File: src/rtl/digital_clock_pkg.sv
// Shared constants and types for the 24-hour BCD digital clock.
// Build option: FAST_SIM_EN (see digital_clock.sv).
package digital_clock_pkg;

    localparam int NUM_DIGITS = 6;

    typedef logic [3:0] bcd_t;
    typedef logic [2:0] digit_idx_t;

    // Active-low 7-segment patterns, bit order g..a
    localparam logic [6:0] SEG_0     = 7'b1000000;
    localparam logic [6:0] SEG_1     = 7'b1111001;
    localparam logic [6:0] SEG_2     = 7'b0100100;
    localparam logic [6:0] SEG_3     = 7'b0110000;
    localparam logic [6:0] SEG_4     = 7'b0011001;
    localparam logic [6:0] SEG_5     = 7'b0010010;
    localparam logic [6:0] SEG_6     = 7'b0000010;
    localparam logic [6:0] SEG_7     = 7'b1111000;
    localparam logic [6:0] SEG_8     = 7'b0000000;
    localparam logic [6:0] SEG_9     = 7'b0010000;
    localparam logic [6:0] SEG_BLANK = 7'b1111111;

    localparam logic [5:0] DIG_BLANK = 6'b111111;

endpackage

File: src/rtl/seg7_decoder.sv
// Combinational BCD to active-low 7-segment decoder; non-BCD codes blank.
module seg7_decoder
    import digital_clock_pkg::*;
(
    input  bcd_t       bcd_i,
    output logic [6:0] seg_o
);

    // Pattern lookup
    always_comb begin
        seg_o = SEG_BLANK;
        case (bcd_i)
            4'd0:    seg_o = SEG_0;
            4'd1:    seg_o = SEG_1;
            4'd2:    seg_o = SEG_2;
            4'd3:    seg_o = SEG_3;
            4'd4:    seg_o = SEG_4;
            4'd5:    seg_o = SEG_5;
            4'd6:    seg_o = SEG_6;
            4'd7:    seg_o = SEG_7;
            4'd8:    seg_o = SEG_8;
            4'd9:    seg_o = SEG_9;
            default: seg_o = SEG_BLANK;
        endcase
    end

endmodule

File: src/rtl/digital_clock.sv
// 24-hour HH:MM:SS clock with multiplexed six-digit 7-segment display.
// Build option FAST_SIM_EN: 1000-cycle tick and 8-cycle scan slot.
module digital_clock
    import digital_clock_pkg::*;
#(
    parameter int CLK_FREQ_HZ = 50_000_000,
    parameter int SCAN_DIV    = 50_000
) (
    input  logic       clk,
    input  logic       rst,
    output logic [6:0] seg_out,
    output logic [5:0] digit_sel
);

`ifdef FAST_SIM_EN
    localparam int TICK_P = 1000;
    localparam int SCAN_P = 8;
`else
    localparam int TICK_P = CLK_FREQ_HZ;
    localparam int SCAN_P = SCAN_DIV;
`endif
    localparam int PW = (TICK_P > 1) ? $clog2(TICK_P) : 1;
    localparam int SW = (SCAN_P > 1) ? $clog2(SCAN_P) : 1;

    logic [PW-1:0]             presc_q, presc_d;
    logic [SW-1:0]             scan_q, scan_d;
    digit_idx_t                idx_q, idx_d;
    bcd_t [NUM_DIGITS-1:0]     time_q, time_d;
    logic [6:0]                seg_q;
    logic [5:0]                dsel_q, dsel_d;
    logic                      tick_s, scan_wrap_s;
    bcd_t                      cur_bcd_s;
    logic [6:0]                seg_s;

    assign tick_s      = (presc_q == PW'(TICK_P - 1));
    assign scan_wrap_s = (scan_q == SW'(SCAN_P - 1));

    // Prescaler, scan counter and digit index next state
    always_comb begin
        presc_d = tick_s ? '0 : presc_q + PW'(1);
        scan_d  = scan_wrap_s ? '0 : scan_q + SW'(1);
        if (scan_wrap_s) begin
            idx_d = (idx_q >= 3'd5) ? 3'd0 : idx_q + 3'd1;
        end else begin
            idx_d = idx_q;
        end
    end

    // BCD carry chain; >= compares steer any stray code back into range
    always_comb begin
        time_d = time_q;
        if (tick_s) begin
            if (time_q[0] >= 4'd9) begin
                time_d[0] = 4'd0;
                if (time_q[1] >= 4'd5) begin
                    time_d[1] = 4'd0;
                    if (time_q[2] >= 4'd9) begin
                        time_d[2] = 4'd0;
                        if (time_q[3] >= 4'd5) begin
                            time_d[3] = 4'd0;
                            if (time_q[5] >= 4'd2 && time_q[4] >= 4'd3) begin
                                time_d[5] = 4'd0;
                                time_d[4] = 4'd0;
                            end else if (time_q[4] >= 4'd9) begin
                                time_d[4] = 4'd0;
                                time_d[5] = time_q[5] + 4'd1;
                            end else begin
                                time_d[4] = time_q[4] + 4'd1;
                            end
                        end else begin
                            time_d[3] = time_q[3] + 4'd1;
                        end
                    end else begin
                        time_d[2] = time_q[2] + 4'd1;
                    end
                end else begin
                    time_d[1] = time_q[1] + 4'd1;
                end
            end else begin
                time_d[0] = time_q[0] + 4'd1;
            end
        end else begin
            time_d = time_q;
        end
    end

    // Digit mux and active-low one-hot select for the current slot
    always_comb begin
        cur_bcd_s = time_q[0];
        dsel_d    = DIG_BLANK;
        case (idx_q)
            3'd0:    begin cur_bcd_s = time_q[0]; dsel_d = 6'b111110; end
            3'd1:    begin cur_bcd_s = time_q[1]; dsel_d = 6'b111101; end
            3'd2:    begin cur_bcd_s = time_q[2]; dsel_d = 6'b111011; end
            3'd3:    begin cur_bcd_s = time_q[3]; dsel_d = 6'b110111; end
            3'd4:    begin cur_bcd_s = time_q[4]; dsel_d = 6'b101111; end
            3'd5:    begin cur_bcd_s = time_q[5]; dsel_d = 6'b011111; end
            default: begin cur_bcd_s = time_q[0]; dsel_d = DIG_BLANK; end
        endcase
    end

    seg7_decoder u_seg7_decoder (
        .bcd_i (cur_bcd_s),
        .seg_o (seg_s)
    );

    // State and output registers
    always_ff @(posedge clk or negedge rst) begin
        if (!rst) begin
            presc_q <= '0;
            scan_q  <= '0;
            idx_q   <= 3'd0;
            time_q  <= '0;
            seg_q   <= SEG_BLANK;
            dsel_q  <= DIG_BLANK;
        end else begin
            presc_q <= presc_d;
            scan_q  <= scan_d;
            idx_q   <= idx_d;
            time_q  <= time_d;
            seg_q   <= seg_s;
            dsel_q  <= dsel_d;
        end
    end

    assign seg_out   = seg_q;
    assign digit_sel = dsel_q;

endmodule

File: config.mk
export PLATFORM = sky130hd
export DESIGN_NAME = digital_clock
export DESIGN_NICKNAME = d
export VERILOG_FILES = /design/src/rtl/digital_clock_pkg.sv /design/src/rtl/seg7_decoder.sv /design/src/rtl/digital_clock.sv
export SDC_FILE = /design/constraint.sdc
export NUM_CORES = 1
export LEC_CHECK = 0
export BUFFER_PORTS_ARGS = -buffer_cell sky130_fd_sc_hd__buf_2
export CELL_PAD_IN_SITES_DETAIL_PLACEMENT = 0
export CELL_PAD_IN_SITES_GLOBAL_PLACEMENT = 1
export CORE_MARGIN = 2
export CORE_UTILIZATION = 49
export DETAILED_ROUTE_END_ITERATION = 10
export HOLD_SLACK_MARGIN = 0.08
export PLACE_DENSITY = 0.78
export SLEW_MARGIN = 5
export SYNTH_ARGS = -nofsm -noshare
export SYNTH_HDL_FRONTEND = slang
export SYNTH_HIERARCHICAL = 1
export SYNTH_SLANG_ARGS = --single-unit
File: constraint.sdc
create_clock -name clk -period 3.15 [get_ports clk]
set_input_delay 0.1575 -clock clk [delete_from_list [all_inputs] [get_ports clk]]
set_output_delay 0.1575 -clock clk [all_outputs]
set_load 0.005 [all_outputs]
# Word-level counts from Yosys, hierarchy flattened
# Memories as Yosys holds them, arrays and structs flattened. A register that Yosys moved wholly into a read port is not among the register bits.
# Index checks and enable logic that the tools add are counted.
dict set report word_totals {
  regBits 75
  rom_bits 112
  inputBits 2
  output_inout_bits 13
  wordCells 56
  memories 1
}
# memory depth width read_ports rd_ports_with_merged_regs wr line_no
set memory_table {}
lappend memory_table {{(no name shown)} 16 7 1 1 0 seg7_decoder.sv:12} ;# case (bcd_i)
dict set report op_classes {
  n_addsub 9
  magnitude_cmp 8
  n_eq_ne 7
  muxes 12
  reduce_logical 9
}
# operator n
set op_table {}
lappend op_table {{$pmux 6 s6} 1}
lappend op_table {{$add 26x1->26 const B} 1}
lappend op_table {{$eq 26x26->1 const B} 1}
lappend op_table {{$mux 26} 1}
lappend op_table {{$add 4x1->4 const B} 6}
lappend op_table {{$mux 4} 6}
lappend op_table {{$pmux 4 s5} 1}
lappend op_table {{$add 16x1->16 const B} 1}
lappend op_table {{$eq 16x16->1 const B} 1}
lappend op_table {{$mux 16} 1}
lappend op_table {{$ge 4x4->1 const B} 3}
lappend op_table {{$ge 4x2->1 const B} 2}
lappend op_table {{$ge 4x3->1 const B} 2}
lappend op_table {{$mux 8} 1}
lappend op_table {{$eq 3x2->1 const B} 2}
lappend op_table {{$eq 3x3->1 const B} 2}
lappend op_table {{$reduce_and 6->1} 1}
lappend op_table {{$reduce_and 5->1} 1}
lappend op_table {{$reduce_and 4->1} 1}
lappend op_table {{$add 3x1->3 const B} 1}
lappend op_table {{$eq 3x1->1 const B} 1}
lappend op_table {{$ge 3x3->1 const B} 1}
lappend op_table {{$logic_not 3->1} 1}
lappend op_table {{$mux 3} 1}
lappend op_table {{other kinds (5)} 5}

# Logic depth before layout (Yosys ltp)
# Gate-level depths: netlist of the first run.
dict set report logic_depth {
  word_depth 4
  ltp_mapped 13
}

# Modules after synthesis
# The synthesis of the first run kept the hierarchy.
# mod instances cells_each area_per_inst_um2 seq_area_each_um2
set modules_own_cells {}
lappend modules_own_cells {digital_clock 1 420 4222.8 2068.2}
lappend modules_own_cells {seg7_decoder 1 33 210.2 0.0}

# Worst setup path before layout of the first run
# Ideal clock, no wire load.
dict set report synth_timing {
  kind {register -> register}
  from {register idx_q[2]}
  to {register seg_q[3], in the netlist seg_out[3]}
  setup_time_ps 87
  arrival_ps 2777
  t_required_ps 3063
  slack_ps 286
  stages_incl_launch_ff 13
  n_path_buf 3
  period_less_slack_ps 2864
  cell_sequence {dfrtp_1 clkbuf_1 inv_1 ha_1 clkbuf_1 or4_1 clkbuf_1 a31oi_1 inv_1 ha_1 or2_1 a21oi_2 a31oi_1}
}
dict set report synth_between {
  elab_chain_len 2
  word_cells_on_any_way 6
  cone_classes {5 x eq/ne; 1 x mux}
}
# item line_no
set synth_lines {}
lappend synth_lines {{from (decl)} digital_clock.sv:27} ;# digit_idx_t idx_q, idx_d;
lappend synth_lines {{from (signal assigned)} digital_clock.sv:119} ;# idx_q <= idx_d;
lappend synth_lines {{$eq 3x3->1, or another cell as far along} digital_clock.sv:91} ;# case (idx_q)
lappend synth_lines {{$pmux 4 s5 *} digital_clock.sv:91}
lappend synth_lines {{net cur_bcd_s[1]} digital_clock.sv:32} ;# bcd_t cur_bcd_s;
lappend synth_lines {{to (decl)} digital_clock.sv:29} ;# logic [6:0] seg_q;
# Mark *: on every way through the listed nets, which the timed path passes. The rest lies on a longest branch.
# A chain may end at the register's enable or synchronous reset.

# Worst setup path in the final report of the first run
dict set report layout_timing {
  from {register idx_q[1]}
  to {register seg_q[1], in the netlist seg_out[1]}
}
# The elaborated chain is that of the path after synthesis.

==> parameters.txt, run 1 <==
Parameter                              Value

Global routing
  Initial antenna violation count ... 0
  Largest net degree at the start of global routing ... 83
  Global-route wire length before repair ... 15400 um
  Number of global-route vias before repair ... 3190
  Overall fraction of global-route tracks in use ... 19.4%
  Remaining Overflow, GRT ... 0

STA
  TNS Setup ... 0 ns
  Total count of hold-check failures in the final report ... 0
  Final critical path time including I/O delays and setup ... 2.80 ns
  Clk_skew ... 0.0110 ns
  Share of the clock period used by the worst path ... 88.9%
  Fmax ... 357 MHz
  Count of final max-slew check failures ... 0
  Worst-margin pin slew ... 1.01 ns
  Worst relative slew slack ... 32.3%
  RSZ-0062 raised after global routing ... no
  Number of failing setup endpoints in the final timing report ... 0
  Post-layout worst setup margin ... 0.348 ns

Setup path
  Kind of launch point of the worst setup path ... flip-flop
  Reg-to-reg critical path endpoint ... seg_out[1]$_DFF_PN1_
  Classification of the worst setup path ... reg2reg
  FF-to-FF Start ... idx_q[1]$_DFFE_PN0N_
  Worst Path Buf+Inv ... 2
  Highest cell delay on the worst timing path ... 0.66 ns
  Ordered cell list for the critical path ... inv_1, ha_1, and2_0, or4_1, a31oi_1, inv_1, ha_1, o21ai_0, o21ai_0
  Arrival time worst endpoint ... 3.08 ns
  Biggest fanout along the worst timing path ... 9
  Required time of the worst setup path ... 3.42 ns
  Slack of the worst reg-to-reg path ... 0.35 ns
  Critical Path Slowest Stage Cell ... sky130_fd_sc_hd__or4_1
  Category of the worst setup path capture point ... flip-flop
  Cell family contributing the most delay on the critical path ... simple AND/OR/NAND/NOR gates
  Number of cells on the worst reg-to-reg path ... 9

Placed design
  Placed standard-cell area ... 0.00464 mm^2
  Routability congestion estimate ... 0.830
  Number of port buffers ... 14
  Post-DP HPWL ... 6070 um
  Minimum setup slack after placement ... 0.366 ns

Power and ir drop
  Power Density ... 382 mW/mm^2
  Worst supply voltage drop on vdd ... 229 uV
  Total power ... 0.00186 W
  Static leakage ... 2.19 nW

Route
  DRT Wirelength ... 8780 um
  Total iterations of the first detailed-routing run ... 4
  Mean routed wirelength per cell ... 15.0 um
  Vias post-DR ... 3267
  Number of design rule violations left after detail routing ... 0
  Via density per instance ... 5.58
  Number of DRC violations after detailed-routing iteration 0 ... 142
  Post-route ant nets ... 0

Yosys
  Cell count after synthesis ... 453
  Synthesized net count ... 484
  Mean instance size in the synthesized netlist ... 9.79 um^2
  Post-synthesis sequential area ratio ... 46.7%
  Share of the synthesized area in the top cell type ... 39.0%
  Most frequently used cell type in the post-synthesis netlist ... sky130_fd_sc_hd__dfrtp_1
  Commonest cells in the netlist ... sky130_fd_sc_hd__dfrtp_1 (69), sky130_fd_sc_hd__nor2_1 (47), sky130_fd_sc_hd__nand2_1 (36)
  Number of enable flip-flop cells after synthesis ... 0
  Number of distinct standard cells referenced by the synthesized netlist ... 52
  Warnings, synthesis ... 6
  Leading cell types by total area after synthesis ... sky130_fd_sc_hd__dfrtp_1 (39%), sky130_fd_sc_hd__ha_1 (8.2%), sky130_fd_sc_hd__dfstp_2 (7.7%), sky130_fd_sc_hd__xor2_1 (4.5%), sky130_fd_sc_hd__nor2_1 (4.0%)
  Post-synthesis cell area ... 0.00443 mm^2
  Most area-hungry cell type in the Yosys netlist ... sky130_fd_sc_hd__dfrtp_1
  Share of flip-flops with an asynchronous set or reset after synthesis ... 100%
  Flip-flop and latch count after synthesis ... 82
  Predominant post-synthesis flop cell ... sky130_fd_sc_hd__dfrtp_1

Clock network
  Post-CTS repair timing setup buffer count ... 0
  Number of H-tree branching levels ... 3
  CTS Root Buffer Type ... sky130_fd_sc_hd__clkbuf_8
  Clk Latency, worst-skew pair ... 0.35 ns
  Clock tree from TritonCTS ... done
  Inserted Clock Buffers ... 9
  Clock-pin slew reported for the worst setup and hold paths after clock tree synthesis ... 0.09 ns
  Count of cells resized by post-cts repair ... 0
  CTS sink count ... 82
  Clock Path Buffers ... 2

Status
  Status ... complete, no violations

Hold path
  Sink of the worst hold path ... scan_q[13]$_DFF_PN0_
  Tightest Hold Check Type ... reg2reg
  Worst Hold Path Cells ... 1
  Worst Hold Launch ... scan_q[13]$_DFF_PN0_

Floorplan
  Die outline width ... 99.1 um
  Vertical extent of the die ... 99.1 um
  Placeable core region ... 0.00876 mm^2
  Placement Rows ... 34
  Overall die area ... 0.00982 mm^2
  Number of I/O pins ... 15
  Starting density of the core ... 50.6%

Layout
  Final non-filler cell area ... 0.00486 mm^2
  Area growth from synthesis to layout ... 9.54%
  Count of antenna diodes in the layout ... 0
  Fraction of layout instances using a drive strength above 1 ... 13.2%
  Total Nets Final ... 504

Flow run
  Max_cap viols ... 0
cells in the final DEF (no fill, tap or decap), types with 3 or more instances in the layout:
cell,netlist,routed
sky130_fd_sc_hd__or3_1,3,3
sky130_fd_sc_hd__o21ai_0,30,30
sky130_fd_sc_hd__mux2_2,5,5
sky130_fd_sc_hd__nand2b_1,9,9
sky130_fd_sc_hd__ha_1,29,29
sky130_fd_sc_hd__mux2i_1,7,7
sky130_fd_sc_hd__inv_1,25,25
sky130_fd_sc_hd__or4_1,3,3
sky130_fd_sc_hd__and4_1,4,4
sky130_fd_sc_hd__a222oi_1,4,4
sky130_fd_sc_hd__dfstp_2,13,13
sky130_fd_sc_hd__clkbuf_8,0,11
sky130_fd_sc_hd__nor2_1,47,47
sky130_fd_sc_hd__dfrtp_1,69,69
sky130_fd_sc_hd__nor4b_1,3,3
sky130_fd_sc_hd__o31ai_1,7,7
sky130_fd_sc_hd__nand2_1,36,36
sky130_fd_sc_hd__nand4_1,17,17
sky130_fd_sc_hd__xor2_1,23,23
sky130_fd_sc_hd__nor2b_1,3,3
sky130_fd_sc_hd__xnor2_1,11,11
sky130_fd_sc_hd__a21oi_1,9,9
sky130_fd_sc_hd__a31oi_1,5,5
sky130_fd_sc_hd__nor4_1,5,5
sky130_fd_sc_hd__buf_4,0,10
sky130_fd_sc_hd__and3_1,6,6
sky130_fd_sc_hd__buf_2,4,13
sky130_fd_sc_hd__nand3_1,29,29
sky130_fd_sc_hd__nor3_1,8,8
sequential cells by signal, summed over array words and instances (netlist names):
signal	flops
digit_sel	6
time_q	24
presc_q	26
idx_q	3
scan_q	16
seg_out	7
area by class of cell:
type	count	area (um^2)
Fill cell	784	3910
Tap cell	108	135
Timing Repair Buffer	24	150
Sequential cell	82	2070
Inverter	25	93.8
Clock inverter	4	50.0
Multi-Input combinational cell	331	2200
Clock buffer	12	155
metrics by stage:
step                hold WS [ns]  utilization [%]  cells
detailed placement         0.408             53.0    569
CTS                        0.494             55.4    586
floorplan                 -0.138                -    453
global placement           0.400             53.0    569
finish                     0.494             55.4    586
global route               0.525             55.4    586
worst max path at each step:
| stage | endpoint | slack, ns | start | depth (start not counted) |
|---|---|---|---|---|
| after floorplan | seg_out[3]$_DFF_PN1_ | 0.29 | idx_q[2]$_DFFE_PN0N_ | 12 |
| after global placement | seg_out[1]$_DFF_PN1_ | 0.48 | idx_q[0]$_DFFE_PN0N_ | 9 |
| after detailed placement | seg_out[1]$_DFF_PN1_ | 0.37 | idx_q[1]$_DFFE_PN0N_ | 9 |
| after CTS | seg_out[1]$_DFF_PN1_ | 0.36 | idx_q[1]$_DFFE_PN0N_ | 9 |
| after global routing | seg_out[4]$_DFF_PN1_ | 0.13 | idx_q[0]$_DFFE_PN0N_ | 10 |
| final | seg_out[1]$_DFF_PN1_ | 0.35 | idx_q[1]$_DFFE_PN0N_ | 9 |
logic make-up after synthesis:
family                     share of synthesized area (%)
and+or+nand+nor                                     22.2
DFF                                                 46.7
AOI/OAI and AO/OA                                   9.54
buffers and inverters                               3.84
xor gates and xnor gates                            6.72
adders and majority gates                           8.19
muxes                                               2.85
per-layer routing:
layer,vias to the layer above,GRT usage (%),part of all wire [%]
li1,1629,-,-
met2,43,30.1,46
met1,1588,28.2,51
met5,-,0,0
met3,7,2.95,2.5
met4,0,6.32,0.69
timing repair:
action | CTS | global route
setup endpoints to repair | 0 | 0
endpoints found under the hold margin | 69 | 0
hold buffers | 1 | 0
power by group:
group	internal (W)	total, W	switching [W]
logic	0.00000159	0.0000210	0.0000194
registers	0.00105	0.00105	0
clock network	0.000409	0.000783	0.000374
Note: power is estimated with default switching activity, not from simulation.
==> inputs of run 2 (changes only) <==
--- a/config.mk
+++ b/config.mk
@@ -12,9 +12,8 @@
 export CORE_UTILIZATION = 49
 export DETAILED_ROUTE_END_ITERATION = 10
 export HOLD_SLACK_MARGIN = 0.08
-export PLACE_DENSITY = 0.78
+export PLACE_DENSITY = 0.77
 export SLEW_MARGIN = 5
 export SYNTH_ARGS = -nofsm -noshare
 export SYNTH_HDL_FRONTEND = slang
-export SYNTH_HIERARCHICAL = 1
 export SYNTH_SLANG_ARGS = --single-unit
==> run 2 against run 1 <==
  * Routed wire length down 1.4%
  * Die area is 0.56% lower
  * Flip-flop and latch count unchanged
  * Clock skew up 0.0012 ns
  * Sequential power hardly changed
  * Clock-buffer cell count increased by 1
  * Core utilization down 0.16 points
  * Critical path depth fell by 2
  * First-iteration DRC count down 3.5%
  * Clock power decreased by 10%
  * Critical endpoint is now seg_out[6]$_DFF_PN1_
==> parameters.txt, run 2 <==
Parameter                              Value

Setup path
  Reg-to-reg critical path endpoint ... seg_out[6]$_DFF_PN1_
  Slack of the worst reg-to-reg path ... 0.41 ns (+0.06 ns)
  Arrival time worst endpoint ... 3.00 ns (-0.08 ns)
  Kind of launch point of the worst setup path ... flip-flop
  FF-to-FF Start ... idx_q[2]$_DFFE_PN0N_
  Category of the worst setup path capture point ... flip-flop
  Required time of the worst setup path ... 3.41 ns (about the same)
  Biggest fanout along the worst timing path ... 15 (+6)
  Classification of the worst setup path ... reg2reg
  Number of cells on the worst reg-to-reg path ... 7 (-2)

Hold path
  Tightest Hold Check Type ... reg2reg
  Worst Hold Path Cells ... 1 (unchanged)
  Sink of the worst hold path ... scan_q[0]$_DFF_PN0_
  Worst Hold Launch ... scan_q[0]$_DFF_PN0_

Yosys
  Number of enable flip-flop cells after synthesis ... 0 (unchanged)
  Commonest cells in the netlist ... sky130_fd_sc_hd__dfrtp_1 (69), sky130_fd_sc_hd__nor2_1 (47), sky130_fd_sc_hd__nand3_1 (32)
  Most area-hungry cell type in the Yosys netlist ... sky130_fd_sc_hd__dfrtp_1
  Warnings, synthesis ... 0 (-6)
  Mean instance size in the synthesized netlist ... 9.95 um^2 (+1.7%)
  Cell count after synthesis ... 443 (-2.2%)
  Share of flip-flops with an asynchronous set or reset after synthesis ... 100% (unchanged)
  Leading cell types by total area after synthesis ... sky130_fd_sc_hd__dfrtp_1 (39%), sky130_fd_sc_hd__ha_1 (8.0%), sky130_fd_sc_hd__dfstp_2 (7.8%), sky130_fd_sc_hd__xnor2_1 (4.8%), sky130_fd_sc_hd__nor2_1 (4.0%)
  Share of the synthesized area in the top cell type ... 39.2% (+0.23 points)
  Post-synthesis sequential area ratio ... 46.9% (+0.28 points)
  Predominant post-synthesis flop cell ... sky130_fd_sc_hd__dfrtp_1
  Post-synthesis cell area ... 0.00441 mm^2 (-0.59%)
  Most frequently used cell type in the post-synthesis netlist ... sky130_fd_sc_hd__dfrtp_1
  Flip-flop and latch count after synthesis ... 82 (unchanged)
  Number of distinct standard cells referenced by the synthesized netlist ... 53 (+1.9%)
  Synthesized net count ... 473 (-2.3%)

Layout
  Largest reg by FF count ... presc_q
  Commonest cells after routing, fill and taps aside ... sky130_fd_sc_hd__dfrtp_1 (69), sky130_fd_sc_hd__nor2_1 (47), sky130_fd_sc_hd__nand3_1 (32)
  Number of flip-flops in the largest register ... 26 (unchanged)
  Area used by multi-input combinational logic ... 0.00221 mm^2 (+0.34%)
  Count of antenna diodes in the layout ... 0 (unchanged)
  Area growth from synthesis to layout ... 9.34%
  Biggest registers after layout ... presc_q (26), time_q (24), scan_q (16)
  Fillers ... 800 (+2.0%)
  Most common cell after layout, fill and taps aside ... sky130_fd_sc_hd__dfrtp_1
  Total Nets Final ... 496 (-1.6%)
  Storage element area ... 0.00207 mm^2 (unchanged)
  Fraction of layout instances using a drive strength above 1 ... 13.0% (-0.23 points)

Global routing
  Initial antenna violation count ... 0 (unchanged)
  Number of global-route vias before repair ... 3206 (+0.50%)
  Global-route wire length before repair ... 15100 um (-2.1%)
  Largest net degree at the start of global routing ... 83 (unchanged)
  Overall fraction of global-route tracks in use ... 19.0% (-0.38 points)
  Remaining Overflow, GRT ... 0 (unchanged)

Clock network
  CTS sink count ... 82 (unchanged)
  Clk Latency, worst-skew pair ... 0.34 ns (about the same)
  Clock tree from TritonCTS ... done
  Clock-pin slew reported for the worst setup and hold paths after clock tree synthesis ... 0.08 ns (about the same)
  Clock Path Buffers ... 2 (unchanged)
  Inserted Clock Buffers ... 9 (unchanged)
  CTS Root Buffer Type ... sky130_fd_sc_hd__clkbuf_8
  Number of H-tree branching levels ... 3 (unchanged)

Floorplan
  Vertical extent of the die ... 98.8 um (-0.28%)
  Placement Rows ... 34 (unchanged)
  Placeable core region ... 0.00872 mm^2 (-0.49%)
  Overall die area ... 0.00977 mm^2 (-0.56%)
  Die outline width ... 98.8 um (-0.28%)
  Number of I/O pins ... 15 (unchanged)
  Starting density of the core ... 50.5% (-0.055 points)

Flow run
  Max_cap viols ... 0 (unchanged)

Power and ir drop
  Clock power frac ... 39.5% (-2.7 points)
  Sw frac ... 21.9% (+0.71 points)
  Power Density ... 369 mW/mm^2 (-3.6%)
  Power share of the sequential group ... 59.3% (+2.6 points)
  Worst supply voltage drop on vdd ... 218 uV (-4.7%)
  Internal ... 0.00139 W (-5.2%)
  Net switching power ... 0.000389 W (-1.2%)
  Static leakage ... 2.13 nW (-2.7%)
  Comb pwr share ... 1.2% (about the same)

STA
  Count of final max-slew check failures ... 0 (unchanged)
  Share of the clock period used by the worst path ... 87.0% (-2.0 points)
  RSZ-0062 raised after global routing ... no
  Post-layout worst setup margin ... 0.411 ns (+0.0626 ns)
  Worst-margin pin slew ... 1.02 ns (+0.00725 ns)
  Worst relative slew slack ... 31.9% (-0.48 points)
  Fmax ... 365 MHz (+2.3%)
  Final critical path time including I/O delays and setup ... 2.74 ns (-0.0626 ns)
  Total count of hold-check failures in the final report ... 0 (unchanged)
  Number of failing setup endpoints in the final timing report ... 0 (unchanged)
  Clk_skew ... 0.0122 ns (+0.00116 ns)
  TNS Setup ... 0 ns (unchanged)

Placed design
  Routability congestion estimate ... 0.895 (+7.8%)
  Number of port buffers ... 14 (unchanged)
  Post-DP HPWL ... 5990 um (-1.3%)
  Minimum setup slack after placement ... 0.235 ns (-0.131 ns)

Route
  Total iterations of the first detailed-routing run ... 4 (unchanged)
  Post-route ant nets ... 0 (unchanged)
  Mean routed wirelength per cell ... 15.0 um (-0.17%)
  Number of design rule violations left after detail routing ... 0 (unchanged)
  Via density per instance ... 5.57 (about the same)
  Number of DRC violations after detailed-routing iteration 0 ... 137 (-3.5%)
  DRT Wirelength ... 8660 um (-1.4%)
  Vias post-DR ... 3227 (-1.2%)

Status
  Status ... complete, no violations
-- run 2: layout make-up --
type,count,area share [%]
multi-input combinational,324,45.9
sequential,82,42.9
clock buffer,13,3.32
tap,108,2.80
timing repair buffer,20,2.49
inverter,29,2.26
clock inverter,3,0.312
-- run 2: per-layer routing --
metal  global-route usage (%)  up-vias  wire length [um]
li1                         -     1604                 -
met1                     27.3     1588              4340
met2                     29.9       29              4040
met3                     2.41        6               199
met4                     6.53        0                82
met5                        0        -                 0
-- run 2: power by group through the flow --
stage | Clock (W) | Combinational [W] | Sequential [W]
6_report | 0.000702 | 0.0000212 | 0.00105
5_1_grt | 0.000763 | 0.0000260 | 0.00105
4_1_cts | 0.000726 | 0.0000234 | 0.00105
3_5_place_dp | 0 | 0.0000223 | 0.00107
3_3_place_gp | 0 | 0.0000218 | 0.00107
2_1_floorplan | 0 | 0.000000000890 | 0.00107
-- run 2: kinds of logic (layout without fill, tap and decap cells) --
kind of cell | after synthesis | after routing | synth area share [%]
DFF | 82 | 82 | 46.9
buffers and inverters | 37 | 65 | 3.15
muxes | 10 | 10 | 2.44
xor gates and xnor gates | 39 | 39 | 7.75
and+or+nand+nor | 190 | 190 | 23.2
AOI/OAI and AO/OA | 57 | 57 | 8.55
adders and majority gates | 28 | 28 | 7.95
-- run 2: what timing repair did --
action | 4_1_cts | 5_1_grt
hold buffers | 1 | 0
hold endpoints to repair | 69 | 0
buffers inserted | 0 | 0
setup endpoints to repair | 0 | 1
gates resized for setup | 0 | 1
-- run 2: worst max path at each step --
stage / to / startpoint / slack [ns]
6_report: seg_out[6]$_DFF_PN1_ / idx_q[2]$_DFFE_PN0N_ / 0.41
5_1_grt: seg_out[6]$_DFF_PN1_ / idx_q[2]$_DFFE_PN0N_ / 0.17
4_1_cts: seg_out[6]$_DFF_PN1_ / idx_q[2]$_DFFE_PN0N_ / 0.21
3_5_place_dp: seg_out[6]$_DFF_PN1_ / idx_q[2]$_DFFE_PN0N_ / 0.24
3_3_place_gp: seg_out[6]$_DFF_PN1_ / idx_q[2]$_DFFE_PN0N_ / 0.37
2_1_floorplan: seg_out[6]$_DFF_PN1_ / idx_q[2]$_DFFE_PN0N_ / 0.52
-- run 2: through the flow --
step,instances,hold WS [ns],util [%],power [W],instance area [um^2]
floorplan,443,-0.138,-,0.00107,4410
global placement,562,0.399,53.1,0.00109,4630
detailed placement,562,0.409,53.1,0.00110,4630
CTS,579,0.503,55.2,0.00180,4810
global route,579,0.513,55.3,0.00184,4820
finish,579,0.499,55.3,0.00178,4820
-- run 2: critical path: stages (launching register included) --
cell	delay, ns
sky130_fd_sc_hd__dfrtp_1	0.60
sky130_fd_sc_hd__inv_1	0.18
sky130_fd_sc_hd__ha_1	0.28
sky130_fd_sc_hd__a211o_1	0.29
sky130_fd_sc_hd__nand2b_1	0.22
sky130_fd_sc_hd__a31oi_1	0.53
sky130_fd_sc_hd__mux2_2	0.40
sky130_fd_sc_hd__o21ai_0	0.16
==> inputs of run 3 (changes only) <==
--- a/config.mk
+++ b/config.mk
@@ -5,12 +5,12 @@
 export SDC_FILE = /design/constraint.sdc
 export NUM_CORES = 1
 export LEC_CHECK = 0
-export BUFFER_PORTS_ARGS = -buffer_cell sky130_fd_sc_hd__buf_2
 export CELL_PAD_IN_SITES_DETAIL_PLACEMENT = 0
 export CELL_PAD_IN_SITES_GLOBAL_PLACEMENT = 1
 export CORE_MARGIN = 2
-export CORE_UTILIZATION = 49
+export CORE_UTILIZATION = 50
 export DETAILED_ROUTE_END_ITERATION = 10
+export DONT_BUFFER_PORTS = 1
 export HOLD_SLACK_MARGIN = 0.08
 export PLACE_DENSITY = 0.77
 export SLEW_MARGIN = 5
==> run 3 against run 2 <==
  * Combinational power up 16%
  * Die area down 1.9%
  * First-iteration DRC count up 69%
  * Critical path depth up 2
  * Total power up 4.1%
  * Sequential power about the same
  * Critical path type unchanged
  * Largest cell class unchanged
==> parameters.txt, run 3 (synthesis results as in run 2) <==
Parameter                              Value

Clock network
  Clock tree from TritonCTS ... done
  Clk Latency, worst-skew pair ... 0.35 ns (about the same)
  Hold Buf Count CTS ... 2 (+1)
  Clock Path Buffers ... 2 (unchanged)
  CTS Root Buffer Type ... sky130_fd_sc_hd__clkbuf_8
  CTS sink count ... 82 (unchanged)
  Count of cells resized by post-cts repair ... 0 (unchanged)
  Inserted Clock Buffers ... 9 (unchanged)
  Clock-pin slew reported for the worst setup and hold paths after clock tree synthesis ... 0.08 ns (about the same)
  Number of H-tree branching levels ... 3 (unchanged)
  Post-CTS repair timing setup buffer count ... 0 (unchanged)

Setup path
  Highest cell delay on the worst timing path ... 0.60 ns (about the same)
  Critical Path Slowest Stage Cell ... sky130_fd_sc_hd__a31oi_1
  Stages on worst setup path ... 9 (+2)
  Kind of launch point of the worst setup path ... flip-flop
  Biggest fanout along the worst timing path ... 10 (-5)
  Ordered cell list for the critical path ... inv_1, ha_1, a211o_1, nand2b_1, a31oi_1, ha_1, inv_1, mux2_2, o21ai_0
  Cell family contributing the most delay on the critical path ... compound AO/OA/AOI/OAI gates
  Category of the worst setup path capture point ... flip-flop
  Number of cells on the worst reg-to-reg path ... 9 (+2)
  Required time of the worst setup path ... 3.41 ns (about the same)
  Arrival time worst endpoint ... 3.15 ns (+0.15 ns)
  Worst Path Buf+Inv ... 2 (+1)
  Classification of the worst setup path ... reg2reg

STA
  RSZ-0062 raised after global routing ... no
  Worst-margin pin slew ... 0.991 ns (-0.0310 ns)
  Post-layout worst setup margin ... 0.259 ns (-0.152 ns)
  Final critical path time including I/O delays and setup ... 2.89 ns (+0.152 ns)
  Total count of hold-check failures in the final report ... 0 (unchanged)
  Fmax ... 346 MHz (-5.2%)
  TNS Setup ... 0 ns (unchanged)
  Share of the clock period used by the worst path ... 91.8% (+4.8 points)
  Clk_skew ... 0.00754 ns (-0.00466 ns)
  Worst relative slew slack ... 33.4% (+1.6 points)
  Count of final max-slew check failures ... 0 (unchanged)
  Number of failing setup endpoints in the final timing report ... 0 (unchanged)

Floorplan
  Die outline width ... 97.9 um (-0.97%)
  Number of I/O pins ... 15 (unchanged)
  Placeable core region ... 0.00864 mm^2 (-0.98%)
  Starting density of the core ... 51.0% (+0.50 points)
  Overall die area ... 0.00958 mm^2 (-1.9%)
  Placement Rows ... 34 (unchanged)
  Vertical extent of the die ... 97.9 um (-0.97%)

Layout
  Fraction of layout instances using a drive strength above 1 ... 10.5% (-2.5 points)
  Number of flip-flops in the largest register ... 26 (unchanged)
  Most common cell after layout, fill and taps aside ... sky130_fd_sc_hd__dfrtp_1
  Number of non-filler instances in the completed layout ... 567 (-2.1%)
  Largest reg by FF count ... presc_q
  Fillers ... 766 (-4.3%)
  Biggest registers after layout ... presc_q (26), time_q (24), scan_q (16)
  Total Nets Final ... 484 (-2.4%)
  Storage element area ... 0.00207 mm^2 (unchanged)
  Count of antenna diodes in the layout ... 0 (unchanged)
  Area growth from synthesis to layout ... 8.86%
  Area used by multi-input combinational logic ... 0.00220 mm^2 (-0.28%)
  Commonest cells after routing, fill and taps aside ... sky130_fd_sc_hd__dfrtp_1 (69), sky130_fd_sc_hd__nor2_1 (47), sky130_fd_sc_hd__nand3_1 (32)

Route
  Vias post-DR ... 3215 (-0.37%)
  Post-route ant nets ... 0 (unchanged)
  Total iterations of the first detailed-routing run ... 5 (+1)
  Number of design rule violations left after detail routing ... 0 (unchanged)
  Via density per instance ... 5.67 (+1.7%)
  DRT Wirelength ... 8910 um (+2.8%)
  Mean routed wirelength per cell ... 15.7 um (+5.0%)
  Number of DRC violations after detailed-routing iteration 0 ... 231 (+69%)

Placed design
  Routability congestion estimate ... 0.835 (-6.7%)
  Placed Instances ... 549 (-2.3%)
  Number of port buffers ... 0 (-14)
  Post-DP HPWL ... 6120 um (+2.1%)
  Minimum setup slack after placement ... 0.321 ns (+0.0858 ns)

Global routing
  Remaining Overflow, GRT ... 0 (unchanged)
  Largest net degree at the start of global routing ... 83 (unchanged)
  Initial antenna violation count ... 0 (unchanged)
  Overall fraction of global-route tracks in use ... 19.8% (+0.80 points)
  Number of global-route vias before repair ... 3151 (-1.7%)
  Global-route wire length before repair ... 15700 um (+3.7%)

Power and ir drop
  Worst supply voltage drop on vdd ... 200 uV (-8.2%)
  Static leakage ... 2.10 nW (-1.5%)
  Power Density ... 385 mW/mm^2 (+4.5%)
  Total power ... 0.00185 W (+4.1%)

Flow run
  Max_cap viols ... 0 (unchanged)

Hold path
  Tightest Hold Check Type ... in2async

Status
  Status ... complete, no violations
-- run 3: cell type report --
type                       instances  share of cell area [%]
clock buffer                      14                    3.39
clock inverter                     2                   0.730
timing repair buffer               8                    1.72
inverter                          29                    2.27
multi-input combinational        324                    46.0
tap                              108                    2.82
sequential                        82                    43.1
-- run 3: worst reg2reg max path, stage by stage, from the launching register on --
cell	delay, ns
sky130_fd_sc_hd__dfrtp_1	0.40
sky130_fd_sc_hd__inv_1	0.11
sky130_fd_sc_hd__ha_1	0.33
sky130_fd_sc_hd__a211o_1	0.42
sky130_fd_sc_hd__nand2b_1	0.22
sky130_fd_sc_hd__a31oi_1	0.60
sky130_fd_sc_hd__ha_1	0.27
sky130_fd_sc_hd__inv_1	0.05
sky130_fd_sc_hd__mux2_2	0.25
sky130_fd_sc_hd__o21ai_0	0.16
-- run 3: metrics by stage --
stage / hold slack (ns) / utilization, % / cell area (um^2)
after global routing: 0.386 / 55.5 / 4800
after global placement: -0.135 / 52.8 / 4560
final: 0.348 / 55.5 / 4800
after detailed placement: -0.135 / 52.8 / 4560
after CTS: 0.367 / 55.5 / 4800
after floorplan: -0.138 / - / 4410
-- run 3: final timing paths --
kind | start | to | slack (ns)
min in group clk | presc_q[0]$_DFF_PN0_ | presc_q[0]$_DFF_PN0_ | 0.50
worst min register to register | presc_q[0]$_DFF_PN0_ | presc_q[0]$_DFF_PN0_ | 0.50
worst max register to register | idx_q[0]$_DFFE_PN0N_ | seg_out[6]$_DFF_PN1_ | 0.26
worst min-delay path | rst | scan_q[5]$_DFF_PN0_ | 0.35
max in group asynchronous | rst | seg_out[2]$_DFF_PN1_ | 2.42
worst max-delay path | idx_q[0]$_DFFE_PN0N_ | seg_out[6]$_DFF_PN1_ | 0.26
-- run 3: power by group --
group          total [W]  switching [W]  internal (W)
Clock           0.000771       0.000360      0.000410
Combinational  0.0000246      0.0000202    0.00000438
Sequential       0.00105              0       0.00105
-- run 3: routing by layer --
| metal | wire, um | global-route usage (%) |
|---|---|---|
| met5 | 0 | 0 |
| met4 | 30 | 6.20 |
| met3 | 302 | 3.08 |
| met2 | 3960 | 28.7 |
| met1 | 4620 | 30.6 |
